**src/rtl/aes_block_loader.sv**
```systemverilog
// Word-serial loader for the AES-128 datapath: gathers key and plaintext words,
// applies the initial AddRoundKey and holds the round-0 state in an output register.
module aes_block_loader (
  input  logic         clk,
  input  logic         rst_n,
  input  logic         s_valid,
  output logic         s_ready,
  input  logic [31:0]  s_data,
  input  logic         s_is_key,
  output logic         out_valid,
  input  logic         out_ready,
  output logic [127:0] out_state,
  output logic [127:0] out_key,
  output logic         err
);

  logic [127:0] key_reg;
  logic [127:0] text_reg;
  logic [1:0]   key_cnt;
  logic [1:0]   text_cnt;
  logic         key_valid;
  logic         text_full;

  logic         accept;
  logic         key_acc;
  logic         text_acc;
  logic         key_abort;
  logic         text_abort;
  logic         transfer;
  logic [6:0]   key_base;
  logic [6:0]   text_base;

  assign s_ready    = ~text_full;
  assign accept     = s_valid & s_ready;
  assign key_acc    = accept & s_is_key;
  assign text_acc   = accept & ~s_is_key;
  // a word of one kind arriving mid-group of the other kind kills that group
  assign text_abort = key_acc & (text_cnt != 2'd0);
  assign key_abort  = text_acc & (key_cnt != 2'd0);
  assign transfer   = text_full & key_valid & (~out_valid | out_ready);

  // slot 0 is the most significant word
  assign key_base   = {~key_cnt, 5'd0};
  assign text_base  = {~text_cnt, 5'd0};

  always_ff @(posedge clk or negedge rst_n) begin
    if (!rst_n) begin
      key_reg   <= '0;
      key_cnt   <= '0;
      key_valid <= 1'b0;
    end else if (key_acc) begin
      key_reg[key_base +: 32] <= s_data;
      key_cnt <= key_cnt + 2'd1;
      if (key_cnt == 2'd0)
        key_valid <= 1'b0;
      else if (key_cnt == 2'd3)
        key_valid <= 1'b1;
    end else if (key_abort) begin
      key_cnt   <= '0;
      key_valid <= 1'b0;
    end
  end

  // text_acc and transfer are exclusive: s_ready is low whenever text_full is set
  always_ff @(posedge clk or negedge rst_n) begin
    if (!rst_n) begin
      text_reg  <= '0;
      text_cnt  <= '0;
      text_full <= 1'b0;
    end else begin
      if (text_acc) begin
        text_reg[text_base +: 32] <= s_data;
        text_cnt <= text_cnt + 2'd1;
        if (text_cnt == 2'd3)
          text_full <= 1'b1;
      end else if (text_abort) begin
        text_cnt <= '0;
      end
      if (transfer)
        text_full <= 1'b0;
    end
  end

  always_ff @(posedge clk or negedge rst_n) begin
    if (!rst_n) begin
      out_valid <= 1'b0;
      out_state <= '0;
      out_key   <= '0;
      err       <= 1'b0;
    end else begin
      err <= text_abort | key_abort;
      if (transfer) begin
        out_state <= text_reg ^ key_reg;
        out_key   <= key_reg;
        out_valid <= 1'b1;
      end else if (out_valid && out_ready) begin
        out_valid <= 1'b0;
      end
    end
  end

endmodule
```
**config.mk**
```make
export PLATFORM = sky130hd
export DESIGN_NAME = aes_block_loader
export DESIGN_NICKNAME = d
export VERILOG_FILES = /design/src/rtl/aes_block_loader.sv
export SDC_FILE = /design/constraint.sdc
export NUM_CORES = 1
export LEC_CHECK = 0
export ABC_AREA = 1
export CAP_MARGIN = 20
export CORE_ASPECT_RATIO = 1.2
export CORE_MARGIN = 4
export CORE_UTILIZATION = 55
export DETAILED_ROUTE_END_ITERATION = 10
export PLACE_DENSITY = 0.84
export SETUP_SLACK_MARGIN = 0.15
export SKIP_LAST_GASP = 1
export SYNTH_ARGS = -nofsm -noshare
export SYNTH_HDL_FRONTEND = slang
export SYNTH_SLANG_ARGS = --single-unit
```
**constraint.sdc**
```tcl
create_clock -name clk -period 2.7 [get_ports clk]
set_input_delay 0.405 -clock clk [delete_from_list [all_inputs] [get_ports clk]]
set_output_delay 0.405 -clock clk [all_outputs]
set_load 0.02 [all_outputs]
```
# Word level (Yosys, flattened, before mapping)
# Cells that the tools add are included.
totals:
  in_bits: 37
  register_bits: 520
  out_inout_bits: 259
  wordCells: 62
op_classes:
  n_reduce_logical: 11
  n_mux: 15
  shift: 4
  n_eq_ne: 3
  n_bitwise: 15
  addsub: 4
op_table:
  columns: ["cell", "n"]
  rows:
  - ["bitwise mux 128 bit", 2]
  - ["variable shift 32 x 9 -> 128 bit (first input constant)", 2]
  - ["indexed part select 32 x 9 -> 128 bit", 2]
  - ["bitwise XOR 128 bit", 1]
  - ["negation 7 -> 9 bit", 2]
  - ["nonzero test 2 bit", 7]
  - ["two-way mux 1 bit", 9]
  - ["two-way mux 2 bit", 4]
  - ["bitwise AND 1 bit", 7]
  - ["adder 2 x 1 -> 2 bit (second input constant)", 2]
  - ["equality test 2 bit (second input constant)", 2]
  - ["NOT 2 bit", 2]
  - ["AND reduction 2 bit", 2]
  - ["inequality test 3 x 1 -> 1 bit (second input constant)", 1]
  - ["NOT 1 bit", 3]
  - ["zero test 2 bit", 1]
  - ["OR 1 bit", 2]
  - ["logical AND 1 bit", 1]

# Depth between registers and ports, before layout
# Gate-level depths: netlist (run 1).
logic_depth:
  word_depth: 6
  ltp_mapped: 10

# Worst setup path after synthesis (run 1)
# No wires, ideal clock.
synth_path:
  path_kind: "flip-flop to flip-flop"
  from: "register key_cnt[0]"
  to: "register key_reg[108]"
  path_stages_with_launch: 11
  setup_time_ns: 0.083
  arrival_ns: 2.198
  period_less_slack_ns: 2.281
  required_time_ns: 2.617
  slack_ns: 0.419
  cell_sequence: "dfrtp_1 -> buf_2 -> inv_1 -> clkbuf_1 -> ha_1 -> inv_1 -> nand2_1 -> nor2_2 -> clkbuf_1 -> nand3_1 -> o21ai_0"
synth_between:
  elab_chain_len: 4
synth_lines:
  columns: ["element", "line_no", "source"]
  rows:
  - ["from (decl)", "19", "logic [1:0] key_cnt;"]
  - ["from (signal assigned)", "53", "key_cnt <= key_cnt + 2'd1;"]
  - ["NOT 2 bit *", "43", "assign key_base = {~key_cnt, 5'd0};"]
  - ["negation 7 -> 9 bit *", "52", "key_reg[key_base +: 32] <= s_data;"]
  - ["indexed part select 32 x 9 -> 128 bit or variable shift 32 x 9 -> 128 bit (tied branches)", "52", null]
  - ["bitwise mux 128 bit *", "52", null]
  - ["to (signal, indexed assignment)", "52", null]
  - ["to (decl)", "17", "logic [127:0] key_reg;"]
# Mark *: on every way between the ends. The rest lies on a longest branch, timed or not.
# A chain may end at the register's enable or synchronous reset.

# Worst setup path after layout (run 1)
layout_path:
  from: "register key_cnt[0]"
  to: "register key_reg[93]"
# The elaborated chain is that of the path after synthesis.

==> results of run 1 <==
==> logic make-up (layout without fill, tap and decap cells) <==
family | count (synthesis) | count (layout) | synth area share
flip-flops | 520 | 520 | 0.606
other | 0 | 1 | 0
XOR/XNOR | 128 | 128 | 0.0522
adder cells (fa/ha/maj) | 12 | 12 | 0.00699
AND/OR/NAND/NOR | 1017 | 1017 | 0.189
AO/OA/AOI/OAI | 414 | 414 | 0.0971
buffers and inverters | 260 | 565 | 0.0489
==> placed cells by master, fill, tap and decap left out, types with 49 or more instances in the layout <==
cell type and instances:
sky130_fd_sc_hd__xnor2_1 128, sky130_fd_sc_hd__o21ai_1 180, sky130_fd_sc_hd__clkdlybuf4s50_1 294, sky130_fd_sc_hd__inv_1 116
sky130_fd_sc_hd__o21ai_0 229, sky130_fd_sc_hd__nand3_1 86, sky130_fd_sc_hd__dfrtp_1 519, sky130_fd_sc_hd__nand2_1 815
sky130_fd_sc_hd__nor2_1 62, sky130_fd_sc_hd__buf_4 50, sky130_fd_sc_hd__clkbuf_16 49
==> worst max path at each step <==
stage                           start                        to  slack [ns]  cells after the start
4_1_cts        key_cnt[0]$_DFFE_PN0P_   key_reg[93]$_DFFE_PN0P_        0.40                      8
6_report       key_cnt[0]$_DFFE_PN0P_   key_reg[93]$_DFFE_PN0P_        0.35                      8
5_1_grt        key_cnt[0]$_DFFE_PN0P_   key_reg[33]$_DFFE_PN0P_        0.23                      6
3_5_place_dp                 s_is_key  text_reg[58]$_DFFE_PN0P_        0.29                      6
3_3_place_gp                 s_is_key  text_reg[33]$_DFFE_PN0P_        0.37                      6
2_1_floorplan  key_cnt[0]$_DFFE_PN0P_  key_reg[108]$_DFFE_PN0P_        0.42                     10
==> layer usage <==
layer	share of wire	vias to the layer above	GRT usage
met2	0.47	935	0.490
met5	0.00020	-	0
met3	0.093	237	0.0644
li1	-	8015	-
met1	0.37	8764	0.400
met4	0.065	2	0.156
==> cell type report <==
cell class                      count  area, um^2  share of cell area
Clock inverter                     16         231             0.00863
Inverter                          121         462              0.0172
Timing Repair Buffer              360        3620               0.135
Multi-Input combinational cell   1571        7450               0.277
Sequential cell                   520       13000               0.485
Tap cell                          526         658              0.0245
Antenna cell                        1        2.50           0.0000932
Clock buffer                       68        1400              0.0521
==> worst max-delay path, delay by kind of cell, from the launching register on <==
kind / cells / cell delay (ns)
compound gates: 1 / 0.11
fa+ha+maj: 1 / 0.38
buf+inv: 3 / 0.66
flops: 1 / 0.60
simple gates: 3 / 0.44
==> power groups by stage <==
stage          Sequential, mW  Combinational [mW]  Clock (mW)
6_report                 13.3                13.7        7.07
3_3_place_gp             13.2                13.2           0
3_5_place_dp             13.3                13.5           0
4_1_cts                  13.2                13.7        7.12
2_1_floorplan            14.6                5.63           0
5_1_grt                  13.6                14.8        7.42
==> timing repair <==
item / 4_1_cts / 5_1_grt
endpoints found under the hold margin: 52 / 0
buffers inserted: 0 / 0
hold buffers: 1 / 0
==> impl_metrics.env, run 1 <==
export IMPL_dominantRegCellSynth="sky130_fd_sc_hd__dfrtp_1"
export IMPL_die_h_um=225
export IMPL_fmax_ghz=0.426
export IMPL_postLayoutCoreUtil=0.694
export IMPL_synth_async_sr_flop_share=1.00
export IMPL_power_frac_seq=0.390
export IMPL_floorplan_die_area_um2=42300
export IMPL_num_fill_cells=2789
export IMPL_crit_fanout=21
export IMPL_ctsLongestPathBuffers=3
export IMPL_wl_per_instance_um=20.5
export IMPL_syn_inst=2351
export IMPL_tritoncts_clock_tree="yes"
export IMPL_p_int_mw=20.5
export IMPL_rr_endpoint="key_reg[93]$_DFFE_PN0P_"
export IMPL_yosys_top_cells_area="sky130_fd_sc_hd__dfrtp_1 61%, sky130_fd_sc_hd__nand2_1 14%, sky130_fd_sc_hd__o21ai_0 5.3%, sky130_fd_sc_hd__xnor2_1 5.2%, sky130_fd_sc_hd__o21ai_1 4.2%"
export IMPL_netSwitchingPower_mw=13.5
export IMPL_wirelength_mm=65.3
export IMPL_finClkSkew_ns=0.0218
export IMPL_worst_hold_slack_ns=0.377
export IMPL_syn_area_um2=21500
export IMPL_global_route_overflow_total=0
export IMPL_endpoint_kind="flop"
export IMPL_final_worst_slack_ns=0.353
export IMPL_die_w_um=188
export IMPL_synth_edff_count=0
export IMPL_number_of_cells_after_detailed_placement=3097
export IMPL_grt_usage=0.306
export IMPL_viasPerCell=5.64
export IMPL_worst_slew_margin_rel=0.478
export IMPL_top_level_ports=296
export IMPL_most_frequent_cell_on_the_critical_path="sky130_fd_sc_hd__buf_4"
export IMPL_tritoncts_num_sinks=520
export IMPL_detailedPlacementHpwl_mm=45.4
export IMPL_count_of_cells_resized_by_post_cts_repair=0
export IMPL_synthMostInstantiatedCell="sky130_fd_sc_hd__nand2_1"
export IMPL_yosys_cell_types_count=26
export IMPL_cts_buffers_inserted=49
export IMPL_timing_hold_worst_class="in2async"
export IMPL_clkTransAtPathRegs_ns=0.06
export IMPL_grt_setup_unrepaired="false"
export IMPL_worst_endpoint_required_ns=3.13
export IMPL_worst_r2r_setup_slack_ns=0.35
export IMPL_worstRegToRegCells=8
export IMPL_drive_gt1_frac=0.0610
export IMPL_postLayoutCellArea_um2=26800
export IMPL_maxSlewViolCount=0
export IMPL_power_density_cell_area_nw_per_um2=1270
export IMPL_setup_worst_path_class="reg2reg"
export IMPL_period_share=0.869
export IMPL_power_clock_fraction=0.208
export IMPL_synth_fp_nets=2400
export IMPL_drt_pass1_iter_count=5
export IMPL_max_cap_viol_count=0
export IMPL_clock_insertion_delay_worst_skew_ns=0.58
export IMPL_syn_area_per_cell_um2=9.14
export IMPL_num_vias=18000
export IMPL_power_leakage_nw=12.3
export IMPL_critical_path_max_stage_delay_ns=0.60
export IMPL_final_hold_viol_count=0
export IMPL_final_nets=2672
export IMPL_post_detailed_route_count_of_antenna_violating_nets=0
export IMPL_cts_root_buffer="sky130_fd_sc_hd__clkbuf_16"
export IMPL_swShare=0.397
export IMPL_initial_core_utilization=0.556
export IMPL_design_core_area_um2=38600
export IMPL_placementRows=79
export IMPL_synth_top_cells_by_count="820 x sky130_fd_sc_hd__nand2_1, 520 x sky130_fd_sc_hd__dfrtp_1, 229 x sky130_fd_sc_hd__o21ai_0"
export IMPL_via_count_of_the_first_global_routing_pass=17900
export IMPL_wire_length_of_the_first_global_routing_pass_mm=102
export IMPL_arrival_ns=2.78
export IMPL_power_total_mw=34.0
export IMPL_grt_start_max_net_pins=107
export IMPL_critical_path_reg2reg_startpoint="key_cnt[0]$_DFFE_PN0P_"
export IMPL_timing_critical_path_from_type="flop"
export IMPL_drt_iter0_markers=2088
export IMPL_postSynthRegisterBits=520
export IMPL_ys_warn_count=0
export IMPL_ys_seq_area_frac=0.606
export IMPL_portBuffers=295
export IMPL_synth_top_cell_area_share=0.606
export IMPL_comb_power_share=0.402
export IMPL_route_detailed_drc=0
export IMPL_place_congestion=0.918
export IMPL_master_of_the_slowest_instance_on_the_critical_path="sky130_fd_sc_hd__dfrtp_1"
export IMPL_timing_worst_slew_pin_value_ns=0.781
export IMPL_final_period_demand_of_the_worst_path_ns=2.35
export IMPL_number_of_antenna_violations_at_the_first_check_in_global_routing=1
export IMPL_outcome="complete, no violations"
export IMPL_pre_cts_slack_ns=0.288
export IMPL_cells_along_the_critical_path="inv_1, ha_1, nand2_1, buf_4, nor2_1, buf_4, nand3_1, o21ai_0"
export IMPL_stdcell_count=3183
export IMPL_synth_area_leader_cell="sky130_fd_sc_hd__dfrtp_1"
export IMPL_power_ir_vdd_worst_uv=926
export IMPL_fin_tns_setup_ns=0
export IMPL_report_final_setup_viol=0
export IMPL_syn2layout_area_growth_pct=24.9
export IMPL_htree_num_levels=2
export IMPL_post_dp_cell_area_um2=25200
Power figures use the tool's default switching activity.
==> inputs of run 2 (changes only) <==
--- a/config.mk
+++ b/config.mk
@@ -9,9 +9,9 @@
 export CAP_MARGIN = 20
 export CORE_ASPECT_RATIO = 1.2
 export CORE_MARGIN = 4
-export CORE_UTILIZATION = 55
+export CORE_UTILIZATION = 59
 export DETAILED_ROUTE_END_ITERATION = 10
-export PLACE_DENSITY = 0.84
+export PLACE_DENSITY = 0.89
 export SETUP_SLACK_MARGIN = 0.15
 export SKIP_LAST_GASP = 1
 export SYNTH_ARGS = -nofsm -noshare
==> constraint.sdc (replaced) <==
create_clock -name clk -period 2.9 [get_ports clk]
set_input_delay 0.435 -clock clk [delete_from_list [all_inputs] [get_ports clk]]
set_output_delay 0.435 -clock clk [all_outputs]
set_load 0.02 [all_outputs]
==> run 2 against run 1 <==
  * Die area is 6.5% lower
  * First-iteration DRC count is 6.9% lower
  * Sequential share of layout area up 0.49 points
  * Clock power decreased by 12%
  * Critical path type unchanged
  * Sequential power is 8% lower
  * Clock-buffer cell count is 3 lower
  * Non-clock buffer count is 5 lower
  * Power down 8.1%
  * Critical endpoint is now key_reg[95]$_DFFE_PN0P_
  * Global-route usage rose by 2.7 points
  * Combinational power is 7% lower
  * Final area down 1.0%
  * Sequential cell count unchanged
==> impl_metrics.env, run 2 (synthesis gave the netlist of run 1 again) <==
export IMPL_timing_critical_path_from="key_cnt[0]$_DFFE_PN0P_"
export IMPL_worst_hold_slack_ns=0.372
export IMPL_drt_pass1_iter_count=6
export IMPL_report_final_setup_viol=0
export IMPL_worst_slew_margin_rel=0.311
export IMPL_ctsLongestPathBuffers=3
export IMPL_comb_power_share=0.407
export IMPL_top_level_ports=296
export IMPL_num_vias=18000
export IMPL_cells_along_the_critical_path="inv_1, ha_1, nand2_1, nor2_1, nand3_1, o21ai_0"
export IMPL_final_period_demand_of_the_worst_path_ns=2.54
export IMPL_antenna_cells=0
export IMPL_count_of_cells_resized_by_post_cts_repair=0
export IMPL_die_h_um=217
export IMPL_floorplan_die_area_um2=39500
export IMPL_power_ir_vdd_worst_uv=817
export IMPL_num_fill_cells=2447
export IMPL_power_frac_seq=0.394
export IMPL_finClkSkew_ns=0.0192
export IMPL_worstRegToRegCells=6
export IMPL_period_share=0.877
export IMPL_swShare=0.399
export IMPL_critical_path_max_stage_delay_ns=0.82
export IMPL_power_density_cell_area_nw_per_um2=1180
export IMPL_power_clock_fraction=0.199
export IMPL_grt_setup_unrepaired="false"
export IMPL_layout_cells_most_common="sky130_fd_sc_hd__nand2_1"
export IMPL_cts_root_buffer="sky130_fd_sc_hd__clkbuf_16"
export IMPL_p_int_mw=18.8
export IMPL_fin_tns_setup_ns=0
export IMPL_tritoncts_clock_tree="yes"
export IMPL_wire_length_of_the_first_global_routing_pass_mm=102
export IMPL_timing_worst_slew_pin_value_ns=1.03
export IMPL_final_hold_viol_count=0
export IMPL_area_of_the_multi_input_gates_um2=7440
export IMPL_portBuffers=295
export IMPL_htree_num_levels=2
export IMPL_wirelength_mm=66.3
export IMPL_drive_gt1_frac=0.0585
export IMPL_layout_area_seq_um2=13000
export IMPL_global_route_overflow_total=0
export IMPL_die_w_um=182
export IMPL_fmax_ghz=0.393
export IMPL_netSwitchingPower_mw=12.5
export IMPL_wl_per_instance_um=21.2
export IMPL_max_cap_viol_count=0
export IMPL_drt_iter0_markers=1944
export IMPL_maxSlewViolCount=0
export IMPL_grt_usage=0.333
export IMPL_outcome="complete, no violations"
export IMPL_clkTransAtPathRegs_ns=0.07
export IMPL_master_of_the_slowest_instance_on_the_critical_path="sky130_fd_sc_hd__nor2_1"
export IMPL_setup_worst_path_class="reg2reg"
export IMPL_timing_critical_path_from_type="flop"
export IMPL_timing_hold_worst_class="in2async"
export IMPL_place_congestion=0.986
export IMPL_crit_fanout=13
export IMPL_worst_path_buf_inv=1
export IMPL_initial_core_utilization=0.598
export IMPL_most_common_layout_cells="817 x sky130_fd_sc_hd__nand2_1, 519 x sky130_fd_sc_hd__dfrtp_1, 294 x sky130_fd_sc_hd__clkdlybuf4s50_1, 229 x sky130_fd_sc_hd__o21ai_0, 180 x sky130_fd_sc_hd__o21ai_1"
export IMPL_design_core_area_um2=35900
export IMPL_cts_buffers_inserted=47
export IMPL_syn2layout_area_growth_pct=23.7
export IMPL_path_delay_family="simple AND/OR/NAND/NOR gates"
export IMPL_critical_path_depth=6
export IMPL_detailedPlacementHpwl_mm=45.5
export IMPL_via_count_of_the_first_global_routing_pass=18100
export IMPL_post_detailed_route_count_of_antenna_violating_nets=0
export IMPL_tritoncts_num_sinks=520
export IMPL_endpoint_kind="flop"
export IMPL_arrival_ns=3.02
export IMPL_worst_r2r_setup_slack_ns=0.36
export IMPL_power_leakage_nw=12.2
export IMPL_endpoint="key_reg[95]$_DFFE_PN0P_"
export IMPL_worst_endpoint_required_ns=3.37
export IMPL_grt_start_max_net_pins=103
export IMPL_clock_insertion_delay_worst_skew_ns=0.57
export IMPL_number_of_antenna_violations_at_the_first_check_in_global_routing=2
export IMPL_route_detailed_drc=0
export IMPL_final_nets=2665
export IMPL_rr_endpoint="key_reg[95]$_DFFE_PN0P_"
export IMPL_viasPerCell=5.76
export IMPL_critical_path_reg2reg_startpoint="key_cnt[0]$_DFFE_PN0P_"
export IMPL_placementRows=76
-- run 2: changes by cell type in the layout (fill, tap and decap cells not counted), sizes merged --
cell and change:
buf -5, clkbuf -3, clkinv +3, bufinv -2
clkinvlp +2, diode -1
-- run 2: timing repair --
item | 4_1_cts | 5_1_grt
hold endpoints to repair | 41 | 0
hold buffers | 1 | 0
endpoints found under the setup margin | 0 | 0
buffers inserted | 0 | 0
-- run 2: area by class of cell --
| cell class | instances | area share |
|---|---|---|
| sequential | 520 | 0.490 |
| multi-input combinational | 1571 | 0.280 |
| timing repair buffer | 355 | 0.133 |
| clock buffer | 65 | 0.0502 |
| tap | 468 | 0.0220 |
| inverter | 121 | 0.0174 |
| clock inverter | 19 | 0.00730 |
-- run 2: worst reg2reg max path, cell delays in order, from the launching register on --
cell	delay, ns
sky130_fd_sc_hd__dfrtp_1	0.56
sky130_fd_sc_hd__inv_1	0.12
sky130_fd_sc_hd__ha_1	0.38
sky130_fd_sc_hd__nand2_1	0.16
sky130_fd_sc_hd__nor2_1	0.82
sky130_fd_sc_hd__nand3_1	0.25
sky130_fd_sc_hd__o21ai_0	0.16
-- run 2: how the worst min path moves through the flow --
stage / startpoint / endpoint / slack (ns) / depth (start not counted)
detailed placement: rst_n / out_state[82]$_DFFE_PN0P_ / 0.37 / 1
floorplan: rst_n / err$_DFF_PN0_ / 0.14 / 0
finish: rst_n / out_state[83]$_DFFE_PN0P_ / 0.37 / 2
global route: rst_n / out_key[86]$_DFFE_PN0P_ / 0.41 / 2
CTS: rst_n / out_state[83]$_DFFE_PN0P_ / 0.37 / 2
global placement: rst_n / out_state[82]$_DFFE_PN0P_ / 0.37 / 1
-- run 2: layer usage --
metal	track usage	vias to the layer above	wire length, um
li1	-	8007	-
met1	0.401	8760	22800
met2	0.545	918	32100
met3	0.0662	272	5700
met4	0.225	2	5640
met5	0	-	11
-- run 2: metrics by stage --
step                      std cells  cell area (um^2)  worst slack [ns]   util  power (mW)
after global placement         3034             25000             0.668  0.696        24.4
after detailed placement       3034             25000             0.584  0.696        24.9
after floorplan                2351             21500             0.619      -        18.9
after CTS                      3119             26600             0.474  0.739        31.2
after global routing           3119             26600             0.265  0.739        32.8
final                          3119             26600             0.356  0.739        31.2
-- run 2: power by group through the flow --
stage / clock [mW] / combinational (mW) / sequential, mW
finish: 6.21 / 12.7 / 12.3
floorplan: 0 / 5.24 / 13.6
global placement: 0 / 12.2 / 12.2
detailed placement: 0 / 12.5 / 12.3
CTS: 6.24 / 12.7 / 12.3
global route: 6.56 / 13.7 / 12.6
==> inputs of run 3 (changes only) <==
--- a/config.mk
+++ b/config.mk
@@ -12,7 +12,6 @@
 export CORE_UTILIZATION = 59
 export DETAILED_ROUTE_END_ITERATION = 10
 export PLACE_DENSITY = 0.89
-export SETUP_SLACK_MARGIN = 0.15
 export SKIP_LAST_GASP = 1
 export SYNTH_ARGS = -nofsm -noshare
 export SYNTH_HDL_FRONTEND = slang
==> results of run 3 <==
No change in the layout: final DEF, timing and power equal those of run 2.
